[config.mk]
export PLATFORM = sky130hd
export DESIGN_NAME = fp_align_prep
export DESIGN_NICKNAME = d
export VERILOG_FILES = /design/src/rtl/fp_pkg.sv /design/src/rtl/fp_unpack.sv /design/src/rtl/fp_align_prep.sv
export SDC_FILE = /design/constraint.sdc
export NUM_CORES = 1
export LEC_CHECK = 0
export ABC_AREA = 1
export CAP_MARGIN = 10
export CELL_PAD_IN_SITES_DETAIL_PLACEMENT = 0
export CELL_PAD_IN_SITES_GLOBAL_PLACEMENT = 1
export CORE_MARGIN = 2
export CORE_UTILIZATION = 46
export DETAILED_ROUTE_END_ITERATION = 7
export DONT_BUFFER_PORTS = 1
export GPL_ROUTABILITY_DRIVEN = 0
export MAX_ROUTING_LAYER = met4
export PLACE_DENSITY = 0.91
export RECOVER_POWER = 50
export SLEW_MARGIN = 10
export SYNTH_ARGS = -nofsm -noshare
export SYNTH_HDL_FRONTEND = slang
export SYNTH_SLANG_ARGS = --single-unit
[constraint.sdc]
create_clock -name clk -period 2.55 [get_ports clk]
set_input_delay 0.255 -clock clk [delete_from_list [all_inputs] [get_ports clk]]
set_output_delay 0.255 -clock clk [all_outputs]
set_load 0.02 [all_outputs]
[src/rtl/fp_pkg.sv]
// Shared floating-point definitions for the adder and multiplier datapaths:
// field widths, the exponent bias and the packed/unpacked operand views.
package fp_pkg;

  localparam int EXP_W   = 8;
  localparam int FRAC_W  = 23;
  localparam int SHIFT_W = 5;
  localparam int BIAS    = 127;

  typedef struct packed {
    logic              sign;
    logic [EXP_W-1:0]  exp;
    logic [FRAC_W-1:0] frac;
  } fp32_t;

  // Denormals are presented with eff_exp = 1 and hidden = 0, so the
  // exponent and {hidden, frac} compare directly against normals.
  typedef struct packed {
    logic              sign;
    logic [EXP_W-1:0]  eff_exp;
    logic              hidden;
    logic [FRAC_W-1:0] frac;
  } fp_unp_t;

endpackage

[src/rtl/fp_unpack.sv]
// Combinational unpack of one single-precision operand into sign,
// effective exponent, hidden bit and fraction.
module fp_unpack
  import fp_pkg::*;
(
  input  logic [EXP_W+FRAC_W:0] op_i,
  output fp_unp_t               unp_o
);

  fp32_t op;
  assign op = op_i;

  // Zero exponent means denormal or zero: hidden bit clear, exponent reads as 1.
  always_comb begin
    unp_o.sign = op.sign;
    unp_o.frac = op.frac;
    if (op.exp == '0) begin
      unp_o.eff_exp = EXP_W'(1);
      unp_o.hidden  = 1'b0;
    end else begin
      unp_o.eff_exp = op.exp;
      unp_o.hidden  = 1'b1;
    end
  end

endmodule

[src/rtl/fp_align_prep.sv]
// Two-stage pre-alignment for the FP adder: unpack and compare exponents,
// then order operands into big/small and produce the shifter controls.
// Widths must match fp_pkg, since the unpacked record type comes from there.
module fp_align_prep
  import fp_pkg::*;
#(
  parameter int EXP_W   = fp_pkg::EXP_W,
  parameter int FRAC_W  = fp_pkg::FRAC_W,
  parameter int SHIFT_W = fp_pkg::SHIFT_W
) (
  input  logic                  clk,
  input  logic                  rst,
  input  logic                  in_valid,
  output logic                  in_ready,
  input  logic [EXP_W+FRAC_W:0] in_a,
  input  logic [EXP_W+FRAC_W:0] in_b,
  input  logic                  in_sub,
  output logic                  out_valid,
  input  logic                  out_ready,
  output logic                  big_sign,
  output logic [EXP_W-1:0]      big_exp,
  output logic [FRAC_W:0]       big_mant,
  output logic [FRAC_W-1:0]     small_frac,
  output logic                  small_hidden,
  output logic [SHIFT_W-1:0]    shift_amt,
  output logic                  far,
  output logic                  eff_sub,
  output logic                  special
);

  // Saturate the exponent difference to the largest shift the shifter takes.
  function automatic logic [SHIFT_W-1:0] sat_shift(input logic [EXP_W-1:0] d);
    if (d > EXP_W'((1 << SHIFT_W) - 1)) return '1;
    return d[SHIFT_W-1:0];
  endfunction

  localparam logic [EXP_W-1:0] FAR_LIM = EXP_W'(FRAC_W + 1);

  logic adv_p1, adv_p2;
  logic vld_p1_q, vld_p2_q;

  // ---- stage 1: unpack, compare, difference ----
  fp_unp_t ua, ub;
  fp32_t   fa, fb;
  logic    a_big_d, special_d, eff_sub_d;
  logic [EXP_W-1:0] diff_d;

  assign fa = in_a;
  assign fb = in_b;

  fp_unpack u_unp_a (.op_i(in_a), .unp_o(ua));
  fp_unpack u_unp_b (.op_i(in_b), .unp_o(ub));

  // Exponent decides first; equal exponents fall back to the full mantissa.
  always_comb begin
    a_big_d = (ua.eff_exp > ub.eff_exp) ||
              ((ua.eff_exp == ub.eff_exp) &&
               ({ua.hidden, ua.frac} >= {ub.hidden, ub.frac}));
    diff_d    = a_big_d ? (ua.eff_exp - ub.eff_exp) : (ub.eff_exp - ua.eff_exp);
    special_d = (&fa.exp) | (&fb.exp);
    eff_sub_d = in_sub ^ ua.sign ^ ub.sign;
  end

  assign adv_p2   = !vld_p2_q || out_ready;
  assign adv_p1   = !vld_p1_q || adv_p2;
  assign in_ready = adv_p1;

  fp_unp_t          ua_p1_q, ub_p1_q;
  logic             a_big_p1_q, sub_p1_q, eff_sub_p1_q, special_p1_q;
  logic [EXP_W-1:0] diff_p1_q;

  // Stage-1 register: capture a pair only on an accepted handshake.
  always_ff @(posedge clk) begin
    if (rst) begin
      vld_p1_q     <= 1'b0;
      ua_p1_q      <= '0;
      ub_p1_q      <= '0;
      a_big_p1_q   <= 1'b0;
      sub_p1_q     <= 1'b0;
      eff_sub_p1_q <= 1'b0;
      special_p1_q <= 1'b0;
      diff_p1_q    <= '0;
    end else if (adv_p1) begin
      vld_p1_q <= in_valid;
      if (in_valid) begin
        ua_p1_q      <= ua;
        ub_p1_q      <= ub;
        a_big_p1_q   <= a_big_d;
        sub_p1_q     <= in_sub;
        eff_sub_p1_q <= eff_sub_d;
        special_p1_q <= special_d;
        diff_p1_q    <= diff_d;
      end
    end
  end

  // ---- stage 2: swap mux and shift saturation ----
  fp_unp_t          big_d, small_d;
  logic             big_sign_d;

  // b's sign is flipped by a subtraction opcode when b ends up as the big operand.
  always_comb begin
    big_d      = a_big_p1_q ? ua_p1_q : ub_p1_q;
    small_d    = a_big_p1_q ? ub_p1_q : ua_p1_q;
    big_sign_d = a_big_p1_q ? ua_p1_q.sign : (ub_p1_q.sign ^ sub_p1_q);
  end

  logic                  big_sign_p2_q, small_hidden_p2_q, far_p2_q;
  logic                  eff_sub_p2_q, special_p2_q;
  logic [EXP_W-1:0]      big_exp_p2_q;
  logic [FRAC_W:0]       big_mant_p2_q;
  logic [FRAC_W-1:0]     small_frac_p2_q;
  logic [SHIFT_W-1:0]    shift_amt_p2_q;

  // Stage-2 register: holds the output while downstream stalls.
  always_ff @(posedge clk) begin
    if (rst) begin
      vld_p2_q          <= 1'b0;
      big_sign_p2_q     <= 1'b0;
      big_exp_p2_q      <= '0;
      big_mant_p2_q     <= '0;
      small_frac_p2_q   <= '0;
      small_hidden_p2_q <= 1'b0;
      shift_amt_p2_q    <= '0;
      far_p2_q          <= 1'b0;
      eff_sub_p2_q      <= 1'b0;
      special_p2_q      <= 1'b0;
    end else if (adv_p2) begin
      vld_p2_q <= vld_p1_q;
      if (vld_p1_q) begin
        big_sign_p2_q     <= big_sign_d;
        big_exp_p2_q      <= big_d.eff_exp;
        big_mant_p2_q     <= {big_d.hidden, big_d.frac};
        small_frac_p2_q   <= small_d.frac;
        small_hidden_p2_q <= small_d.hidden;
        shift_amt_p2_q    <= sat_shift(diff_p1_q);
        far_p2_q          <= (diff_p1_q > FAR_LIM);
        eff_sub_p2_q      <= eff_sub_p1_q;
        special_p2_q      <= special_p1_q;
      end
    end
  end

  assign out_valid    = vld_p2_q;
  assign big_sign     = big_sign_p2_q;
  assign big_exp      = big_exp_p2_q;
  assign big_mant     = big_mant_p2_q;
  assign small_frac   = small_frac_p2_q;
  assign small_hidden = small_hidden_p2_q;
  assign shift_amt    = shift_amt_p2_q;
  assign far          = far_p2_q;
  assign eff_sub      = eff_sub_p2_q;
  assign special      = special_p2_q;

endmodule
# == Word-level counts from Yosys, hierarchy flattened ==
# Index checks and enable logic that the tools add are counted.
# op_classes
add_sub_neg,2
n_mul,0
div_mod_pow,0
magnitude_cmp,4
n_eq_ne,1
shifts,0
mux,12
bitwise,4
n_reduce_logical,12
# ops
operator,n
$mux W32,1
$ge A24 B24 Y1,1
$mux W24,1
$mux W9,2
$gt A8 B5 Y1 const B,2
$logic_not A8 Y1,2
$reduce_and A8 Y1,2
$sub A8 B8 Y8,2
$mux W5,2
$eq A8 B8 Y1,1
$gt A8 B8 Y1,1
$mux W8,1
$mux W1,5
$reduce_and A2 Y1,2
$logic_or A1 B1 Y1,3
$xor A1 B1 Y1,3
$logic_not A1 Y1,2
$logic_and A1 B1 Y1,1
$or A1 B1 Y1,1
# totals
reg_bits,145
latch_bits,0
mem_bits_rw,0
romBits,0
in_bits,69
mem_count,0

# == Depth between registers and ports, before layout ==
# Gate-level depths: netlist of run 1.
# logic_depth
ltp_word,6
depth_mapped,17
depth_no_buf,17

# == Hierarchy ==
# From an unflattened synthesis of run 1, not the netlist that was laid out.
# hier_totals
cells_unflattened,984
hier_area_um2,7255.7
# modules_own_cells
module,instances,cells_each,area_each_um2
fp_align_prep,1,904,6767.7
fp_unpack,2,40,244.0

# == Worst setup path after synthesis of run 1 ==
# OpenSTA, ideal clock, no wires.
# synth_timing
path_type,input to register
start,input in_a[24]
end,register diff_p1_q[7]
arrival_time_ps,2182
required_time_ps,2441
setup_slack_ps,259
cell_stages,14
path_buffers,0
cell_sequence,nor4_1 -> nand2_1 -> nand2_1 -> inv_1 -> ha_1 -> fa_1 -> o21ai_1 -> nand2_1 -> o2111ai_4 -> nand2_4 -> nand2_2 -> nand3_2 -> nand2_1 -> inv_1
# synth_lines
item,line,text
from (decl),fp_align_prep.sv:15,"input logic [EXP_W+FRAC_W:0] in_a,"
to (signal assigned),fp_align_prep.sv:92,diff_p1_q <= diff_d;
to (decl),fp_align_prep.sv:70,logic [EXP_W-1:0] diff_p1_q;

==> run_summary.xml, run 1 <==
<?xml version="1.0" encoding="UTF-8"?>
<metrics>
  <group name="status">
    <metric name="result_of_the_run" unit="">finished, final reports clean</metric>
  </group>
  <group name="place">
    <metric name="dp.final_hpwl" unit="um">11400</metric>
    <metric name="placed_cells" unit="">1055</metric>
    <metric name="port_buffers" unit="">0</metric>
  </group>
  <group name="finish">
    <metric name="antenna-diode-count" unit="">0</metric>
    <metric name="fin_nets" unit="">1033</metric>
    <metric name="final-instance-count-excl-fill" unit="">1120</metric>
    <metric name="layout-area-overhead-vs-synth" unit="%">13.8</metric>
    <metric name="share_of_final_layout_standard_cells_stronger_than_drive_strength_1" unit="%">6.20</metric>
  </group>
  <group name="pwr">
    <metric name="static-leakage-power" unit="nW">3.34</metric>
    <metric name="vdd_drop_max" unit="mV">0.586</metric>
    <metric name="total_switching_power" unit="mW">1.68</metric>
    <metric name="power_density" unit="mW/mm^2">750</metric>
    <metric name="clock_network_fraction_of_total_power" unit="%">42.2</metric>
    <metric name="power_switching_share" unit="%">28.5</metric>
    <metric name="power_frac_comb" unit="%">12.8</metric>
    <metric name="share_seq_of_total_power" unit="%">45.0</metric>
    <metric name="cell_internal_pwr" unit="mW">4.20</metric>
  </group>
  <group name="floorplanning">
    <metric name="io-pin-count" unit="">136</metric>
    <metric name="floorplan.die_area" unit="mm^2">0.0160</metric>
    <metric name="die_y" unit="um">126</metric>
    <metric name="rows" unit="">44</metric>
    <metric name="die_width" unit="um">126</metric>
    <metric name="floorplan.core_area" unit="mm^2">0.0146</metric>
    <metric name="floorplan.initialDensity" unit="%">47.3</metric>
  </group>
  <group name="logic_synthesis">
    <metric name="synth-edff-count" unit="">0</metric>
    <metric name="post_synth_most_frequent_cells" unit="">sky130_fd_sc_hd__nand2_1, sky130_fd_sc_hd__dfxtp_1, sky130_fd_sc_hd__o21ai_0</metric>
    <metric name="yosys.area.top_type_share" unit="%">42.1</metric>
    <metric name="fraction_of_registers_with_async_set_reset" unit="%">0</metric>
    <metric name="synth_area_leader_cell" unit="">sky130_fd_sc_hd__dfxtp_1</metric>
    <metric name="synth_cell_types" unit="">31</metric>
    <metric name="synth.cell_area" unit="mm^2">0.00689</metric>
    <metric name="synthMuxAreaShare" unit="%">0</metric>
    <metric name="postSynthNetCount" unit="">1044</metric>
    <metric name="yosys.cell_count.top_type" unit="">sky130_fd_sc_hd__nand2_1</metric>
    <metric name="synth_ff_type" unit="">sky130_fd_sc_hd__dfxtp_1</metric>
    <metric name="synthesis.yosys.warnings" unit="">0</metric>
    <metric name="synth_compound_area_share" unit="%">21.7</metric>
    <metric name="postSynthCellCount" unit="">934</metric>
    <metric name="largest_cells_by_area_after_synthesis" unit="">sky130_fd_sc_hd__dfxtp_1, sky130_fd_sc_hd__nand2_1, sky130_fd_sc_hd__o21ai_0</metric>
    <metric name="yosys.area_share.adder" unit="%">7.66</metric>
    <metric name="xor_xnor_share_of_the_synthesized_area" unit="%">1.52</metric>
    <metric name="synth_seq_area_share" unit="%">42.1</metric>
    <metric name="synth_simple_gate_area_share" unit="%">18.6</metric>
    <metric name="ys_ff_latch" unit="">145</metric>
    <metric name="synth_top_family_by_area" unit="">compound AO/OA/AOI/OAI gates</metric>
    <metric name="synth.avg_cell_area" unit="um^2">7.38</metric>
  </group>
  <group name="sta">
    <metric name="post-route-min-period" unit="ps">2090</metric>
    <metric name="post_route_clock_period_utilization" unit="%">82.1</metric>
    <metric name="clock.fmax" unit="MHz">478</metric>
    <metric name="timing.slew.headroom" unit="%">52.1</metric>
    <metric name="setup-tns-final" unit="ps">0</metric>
    <metric name="finalHoldWorstSlack" unit="ps">11.7</metric>
    <metric name="finalSetupViolCount" unit="">0</metric>
    <metric name="drv_slew" unit="">0</metric>
    <metric name="finalHoldViolations" unit="">0</metric>
    <metric name="tightest_slew" unit="ps">718</metric>
    <metric name="rsz0062_at_grt" unit="">false</metric>
    <metric name="fin_skew" unit="ps">11.3</metric>
  </group>
  <group name="grt">
    <metric name="pin_count_of_the_biggest_net_entering_global_routing" unit="">108</metric>
    <metric name="overflow" unit="">0</metric>
    <metric name="grt_util_all_layers" unit="%">22.1</metric>
    <metric name="vias_in_the_first_global_route" unit="">5342</metric>
    <metric name="grt_pass1_wl" unit="um">27600</metric>
    <metric name="grt_antenna_before_repair" unit="">0</metric>
  </group>
  <group name="route">
    <metric name="drc_errors" unit="">0</metric>
    <metric name="vias_per_cell" unit="">5.29</metric>
    <metric name="routed_wire_length_per_instance" unit="um">15.0</metric>
    <metric name="drt-initial-drc-count" unit="">410</metric>
    <metric name="num_vias" unit="">5924</metric>
    <metric name="number_of_optimization_iterations_in_the_first_detailed_route_pass" unit="">5</metric>
    <metric name="postRouteAntennaNets" unit="">0</metric>
    <metric name="routed_wirelength" unit="um">16700</metric>
  </group>
  <group name="min_path">
    <metric name="worst_hold_path.endpoint" unit="">ua_p1_q[15]$_SDFFE_PP0P_</metric>
    <metric name="hold_class" unit="">input port to register</metric>
    <metric name="worstHoldStart" unit="">in_a[15]</metric>
    <metric name="holdPathStages" unit="">2</metric>
  </group>
  <group name="clock_network">
    <metric name="cts.root.buffer_cell" unit="">sky130_fd_sc_hd__clkbuf_16</metric>
    <metric name="cts-htree-levels" unit="">4</metric>
    <metric name="postCtsResizedCells" unit="">0</metric>
    <metric name="clock_edge_transition_at_the_registers_on_the_reported_setup_and_hold_paths" unit="ps">60</metric>
    <metric name="cts-root-to-sink-buffers" unit="">2</metric>
    <metric name="clock_tree_from_tritoncts" unit="">done</metric>
    <metric name="clk_latency_worst_skew_pair" unit="ps">420</metric>
    <metric name="cts_buffers" unit="">17</metric>
    <metric name="clock_sink_count" unit="">145</metric>
  </group>
  <group name="worst_setup_path">
    <metric name="r2r_slack" unit="ps">460</metric>
    <metric name="crit_fanout" unit="">8</metric>
    <metric name="crit_path_start_kind" unit="">input port</metric>
    <metric name="worst-setup-path-type" unit="">input port to register</metric>
    <metric name="timing.rr.start" unit="">out_valid$_SDFFE_PP0P_</metric>
    <metric name="cp.arrival" unit="ps">2440</metric>
    <metric name="reg2reg_depth" unit="">6</metric>
    <metric name="setup.worst_path.end_class" unit="">register</metric>
    <metric name="crit-reg2reg-capture" unit="">ub_p1_q[7]$_SDFFE_PP0P_</metric>
    <metric name="cp.required" unit="ps">2900</metric>
  </group>
  <group name="job">
    <metric name="cap_violations" unit="">0</metric>
  </group>
</metrics>
## layout by cell type (no fill, tap or decap), types with 5 or more instances in the layout
master / instances
sky130_fd_sc_hd__o21ai_0: 134
sky130_fd_sc_hd__nor2_1: 75
sky130_fd_sc_hd__xor2_1: 8
sky130_fd_sc_hd__buf_4: 6
sky130_fd_sc_hd__ha_1: 39
sky130_fd_sc_hd__dfxtp_1: 144
sky130_fd_sc_hd__clkbuf_16: 17
sky130_fd_sc_hd__clkinvlp_4: 5
sky130_fd_sc_hd__nand2_1: 195
sky130_fd_sc_hd__dlygate4sd3_1: 33
sky130_fd_sc_hd__a21oi_1: 73
sky130_fd_sc_hd__inv_1: 68
sky130_fd_sc_hd__nand3_1: 21
sky130_fd_sc_hd__a31oi_1: 57
sky130_fd_sc_hd__nand4_1: 6
## flip-flops by register name, summed over array words and instances (netlist names), 5 cells and up
name and flops:
big_exp 8, big_mant 24, diff_p1_q 8, shift_amt 5, small_frac 23, ua_p1_q 33
ub_p1_q 33
## logic make-up after synthesis
logic type,count (synthesis)
xor gates and xnor gates,12
DFF,145
adders and majority gates,41
buffers and inverters,146
AOI/OAI and AO/OA,276
and+or+nand+nor,314
## cell type report
cell class	instances	area, um^2
Clock buffer	18	439
Clock inverter	14	155
Fill cell	1438	6750
Inverter	72	273
Multi-Input combinational cell	643	3410
Sequential cell	145	2900
Tap cell	184	230
Timing Repair Buffer	44	429
## through the flow
stage | setup WS [ps] | power [mW] | cell area [um^2] | util (%)
CTS | 487 | 5.94 | 7870 | 53.9
detailed placement | 47.8 | 3.41 | 6940 | 47.6
finish | 457 | 5.88 | 7840 | 53.8
floorplan | 259 | 3.24 | 6890 | -
global route | 198 | 6.17 | 7840 | 53.8
global placement | 103 | 3.40 | 6940 | 47.6
## worst max-delay path by stage
| stage | startpoint | endpoint | slack, ps | cells past startpoint |
|---|---|---|---|---|
| floorplan | in_a[24] | diff_p1_q[7]$_SDFFE_PP0P_ | 260 | 14 |
| global placement | in_a[28] | diff_p1_q[4]$_SDFFE_PP0P_ | 100 | 13 |
| detailed placement | in_a[28] | diff_p1_q[4]$_SDFFE_PP0P_ | 50 | 13 |
| CTS | in_a[28] | diff_p1_q[4]$_SDFFE_PP0P_ | 490 | 13 |
| global route | out_valid$_SDFFE_PP0P_ | ub_p1_q[31]$_SDFFE_PP0P_ | 200 | 6 |
| finish | in_a[28] | diff_p1_q[4]$_SDFFE_PP0P_ | 460 | 13 |
## per-layer routing
metal | GRT usage [%] | vias up | share of wire [%] | wire length [um]
li1 | - | 3093 | - | -
met1 | 29.2 | 2648 | 47 | 7850
met2 | 33.4 | 161 | 45 | 7580
met3 | 5.78 | 22 | 6.2 | 1050
met4 | 6.40 | 0 | 1.6 | 261
met5 | - | - | 0 | 0
## worst max-delay path, cell delays in order
cell                        delay [ps]
sky130_fd_sc_hd__nor4_1            380
sky130_fd_sc_hd__nand2_1           160
sky130_fd_sc_hd__nand2_1           110
sky130_fd_sc_hd__inv_1              60
sky130_fd_sc_hd__ha_1              200
sky130_fd_sc_hd__fa_1              400
sky130_fd_sc_hd__o21ai_1           200
sky130_fd_sc_hd__nand2_1           120
sky130_fd_sc_hd__o2111ai_4         140
sky130_fd_sc_hd__nand2_4           120
sky130_fd_sc_hd__nand2_1            70
sky130_fd_sc_hd__nand3_1            80
sky130_fd_sc_hd__a21oi_1           140
## power groups by stage
stage / registers [mW] / clock network (mW) / logic (mW)
final: 2.65 / 2.48 / 0.752
after global routing: 2.67 / 2.63 / 0.875
after CTS: 2.65 / 2.53 / 0.760
after global placement: 2.69 / 0 / 0.706
after detailed placement: 2.70 / 0 / 0.713
after floorplan: 2.66 / 0 / 0.584
## what timing repair did
item | 4_1_cts | 5_1_grt
endpoints found under the setup margin | 0 | 0
hold buffers | 33 | 0
buffers inserted | 0 | 0
hold endpoints to repair | 43 | 0
Power figures use the tool's default switching activity.
==> inputs of run 2 (changes only) <==
==> constraint.sdc (replaced) <==
create_clock -name clk -period 2.1 [get_ports clk]
set_input_delay 0.21 -clock clk [delete_from_list [all_inputs] [get_ports clk]]
set_output_delay 0.21 -clock clk [all_outputs]
set_load 0.02 [all_outputs]
==> run 2 against run 1 <==
Net effect: setup slack worse by 270 ps; count of clock-buffer cells in the layout grew 1; non-clock buffer count increased by 50; critical endpoint is now diff_p1_q[3]$_SDFFE_PP0P_; cell count is 4.5% higher; final area rose by 6.7%; first-iteration DRC count decreased by 26%; highest routed layer unchanged; clock skew is 3.8 ps lower; combinational power up 37%; critical path depth increased by 1; register-to-register slack worse by 170 ps; die area is the same.
==> run_summary.xml, run 2 (synthesized netlist as in run 1, its figures left out) <==
<?xml version="1.0" encoding="UTF-8"?>
<metrics>
  <group name="status">
    <metric name="result_of_the_run" unit="">finished, final reports clean</metric>
  </group>
  <group name="finish">
    <metric name="finalCoreUtilization" unit="%">57.4</metric>
    <metric name="antenna-diode-count" unit="">0</metric>
    <metric name="layout-area-overhead-vs-synth" unit="%">21.4</metric>
    <metric name="fillers" unit="">1369</metric>
    <metric name="fin_nets" unit="">1083</metric>
    <metric name="share_of_final_layout_standard_cells_stronger_than_drive_strength_1" unit="%">8.62</metric>
    <metric name="seqCellArea" unit="mm^2">0.00290</metric>
    <metric name="final-instance-count-excl-fill" unit="">1170</metric>
    <metric name="mostFrequentLayoutCell" unit="">sky130_fd_sc_hd__nand2_1</metric>
    <metric name="multi_input_comb_area" unit="mm^2">0.00348</metric>
    <metric name="commonest_non_fill_non_tap_cells_in_the_layout" unit="">sky130_fd_sc_hd__nand2_1, sky130_fd_sc_hd__dfxtp_1, sky130_fd_sc_hd__o21ai_0</metric>
  </group>
  <group name="route">
    <metric name="routed_wire_length_per_instance" unit="um">15.5</metric>
    <metric name="number_of_optimization_iterations_in_the_first_detailed_route_pass" unit="">5</metric>
    <metric name="postRouteAntennaNets" unit="">0</metric>
    <metric name="routed_wirelength" unit="um">18200</metric>
    <metric name="drt-initial-drc-count" unit="">305</metric>
    <metric name="drc_errors" unit="">0</metric>
    <metric name="vias_per_cell" unit="">5.28</metric>
    <metric name="num_vias" unit="">6178</metric>
  </group>
  <group name="place">
    <metric name="placed_cells" unit="">1075</metric>
    <metric name="dp.final_hpwl" unit="um">11800</metric>
    <metric name="port_buffers" unit="">0</metric>
  </group>
  <group name="pwr">
    <metric name="cell_internal_pwr" unit="mW">5.29</metric>
    <metric name="fin_total_pwr" unit="mW">7.33</metric>
    <metric name="power_frac_comb" unit="%">14.1</metric>
    <metric name="power_density" unit="mW/mm^2">876</metric>
    <metric name="share_seq_of_total_power" unit="%">43.9</metric>
    <metric name="vdd_drop_max" unit="mV">0.529</metric>
    <metric name="static-leakage-power" unit="nW">3.57</metric>
    <metric name="clock_network_fraction_of_total_power" unit="%">42.0</metric>
    <metric name="power_switching_share" unit="%">27.8</metric>
    <metric name="total_switching_power" unit="mW">2.04</metric>
  </group>
  <group name="sta">
    <metric name="post-route-min-period" unit="ps">1910</metric>
    <metric name="timing.slew.headroom" unit="%">65.1</metric>
    <metric name="drv_slew" unit="">0</metric>
    <metric name="fin_skew" unit="ps">7.46</metric>
    <metric name="finalSetupViolCount" unit="">0</metric>
    <metric name="finalHoldViolations" unit="">0</metric>
    <metric name="tightest_slew" unit="ps">524</metric>
    <metric name="finalHoldWorstSlack" unit="ps">31.4</metric>
    <metric name="post_route_clock_period_utilization" unit="%">91.0</metric>
    <metric name="clock.fmax" unit="MHz">523</metric>
    <metric name="rsz0062_at_grt" unit="">false</metric>
    <metric name="setup-tns-final" unit="ps">0</metric>
  </group>
  <group name="worst_setup_path">
    <metric name="r2r_slack" unit="ps">290</metric>
    <metric name="cp.required" unit="ps">2390</metric>
    <metric name="setup.worst_path.end_class" unit="">register</metric>
    <metric name="cp.arrival" unit="ps">2200</metric>
    <metric name="worst-setup-path-type" unit="">input port to register</metric>
    <metric name="crit_fanout" unit="">8</metric>
    <metric name="crit_path_start_kind" unit="">input port</metric>
  </group>
  <group name="floorplanning">
    <metric name="die_y" unit="um">126</metric>
    <metric name="floorplan.die_area" unit="mm^2">0.0160</metric>
    <metric name="rows" unit="">44</metric>
    <metric name="floorplan.core_area" unit="mm^2">0.0146</metric>
    <metric name="die_width" unit="um">126</metric>
    <metric name="floorplan.initialDensity" unit="%">47.3</metric>
    <metric name="io-pin-count" unit="">136</metric>
  </group>
  <group name="clock_network">
    <metric name="cts_buffers" unit="">17</metric>
    <metric name="cts.repair_timing.setup_buffer_count" unit="">0</metric>
    <metric name="clk_latency_worst_skew_pair" unit="ps">420</metric>
    <metric name="cts.root.buffer_cell" unit="">sky130_fd_sc_hd__clkbuf_16</metric>
    <metric name="clock_tree_from_tritoncts" unit="">done</metric>
    <metric name="clock_edge_transition_at_the_registers_on_the_reported_setup_and_hold_paths" unit="ps">60</metric>
    <metric name="cts-root-to-sink-buffers" unit="">2</metric>
    <metric name="clock_sink_count" unit="">145</metric>
    <metric name="cts-htree-levels" unit="">4</metric>
  </group>
  <group name="grt">
    <metric name="grt_pass1_wl" unit="um">29600</metric>
    <metric name="grt_antenna_before_repair" unit="">0</metric>
    <metric name="overflow" unit="">0</metric>
    <metric name="grt_util_all_layers" unit="%">23.7</metric>
    <metric name="vias_in_the_first_global_route" unit="">5761</metric>
    <metric name="pin_count_of_the_biggest_net_entering_global_routing" unit="">135</metric>
  </group>
  <group name="job">
    <metric name="cap_violations" unit="">0</metric>
  </group>
  <group name="min_path">
    <metric name="hold_class" unit="">input port to register</metric>
  </group>
</metrics>
[run 2: cell types whose count changed in the layout (fill, tap and decap cells not counted), sizes merged]
cell | previous run | this run
dlygate4sd3 | 33 | 63
buf | 9 | 28
inv | 73 | 70
clkbuf | 20 | 22
bufinv | 2 | 3
clkinv | 6 | 7
[run 2: worst max-delay path: stages]
cell and delay, ps:
sky130_fd_sc_hd__dlygate4sd3_1 530, sky130_fd_sc_hd__inv_1 70, sky130_fd_sc_hd__ha_1 390, sky130_fd_sc_hd__nand2_2 130, sky130_fd_sc_hd__nor2_4 130, sky130_fd_sc_hd__nand2_4 60, sky130_fd_sc_hd__nor2_2 90, sky130_fd_sc_hd__nand2_1 60
sky130_fd_sc_hd__nor2_2 110, sky130_fd_sc_hd__nand2_4 100, sky130_fd_sc_hd__nand2_4 110, sky130_fd_sc_hd__nand2_1 70, sky130_fd_sc_hd__nand3_1 70, sky130_fd_sc_hd__a21oi_1 70
[run 2: layout make-up]
class / count / share of cell area (%)
Clock buffer: 19 / 5.29
Clock inverter: 13 / 1.93
Inverter: 72 / 3.26
Multi-Input combinational cell: 643 / 41.5
Sequential cell: 145 / 34.7
Tap cell: 184 / 2.75
Timing Repair Buffer: 94 / 10.5
[run 2: through the flow]
stage / setup slack, ps / area, um^2
after CTS: 81.3 / 8330
final: 188 / 8370
after global routing: 3.18 / 8370
after detailed placement: -134 / 7100
after global placement: -127 / 7100
after floorplan: 24.6 / 6910
[run 2: metal layers]
| layer | vias up | wire length [um] | global-route usage (%) |
|---|---|---|---|
| met5 | - | 0 | - |
| met4 | 0 | 357 | 7.76 |
| met3 | 24 | 1140 | 7.13 |
| met2 | 199 | 8150 | 36.3 |
| met1 | 2763 | 8500 | 30.0 |
| li1 | 3192 | - | - |
[run 2: worst paths after layout]
kind | depth (start not counted) | endpoint | start
max | 14 | diff_p1_q[3]$_SDFFE_PP0P_ | in_b[30]
min | 2 | ub_p1_q[25]$_SDFFE_PP0P_ | in_b[24]
max reg2reg | 7 | small_frac[6]$_SDFFE_PP0P_ | out_valid$_SDFFE_PP0P_
min reg2reg | 2 | diff_p1_q[5]$_SDFFE_PP0P_ | diff_p1_q[5]$_SDFFE_PP0P_
[run 2: repair_timing]
item                       CTS  global route
hold endpoints to repair    73             0
gates resized for setup      0             9
hold buffers                63             0
setup endpoints to repair    0             7
[run 2: power by group through the flow]
stage | Sequential [mW] | Clock [mW] | Combinational [mW]
3_3_place_gp | 3.27 | 0 | 0.903
4_1_cts | 3.22 | 3.15 | 1.02
6_report | 3.22 | 3.08 | 1.03
5_1_grt | 3.24 | 3.25 | 1.18
2_1_floorplan | 3.23 | 0 | 0.712
3_5_place_dp | 3.27 | 0 | 0.912
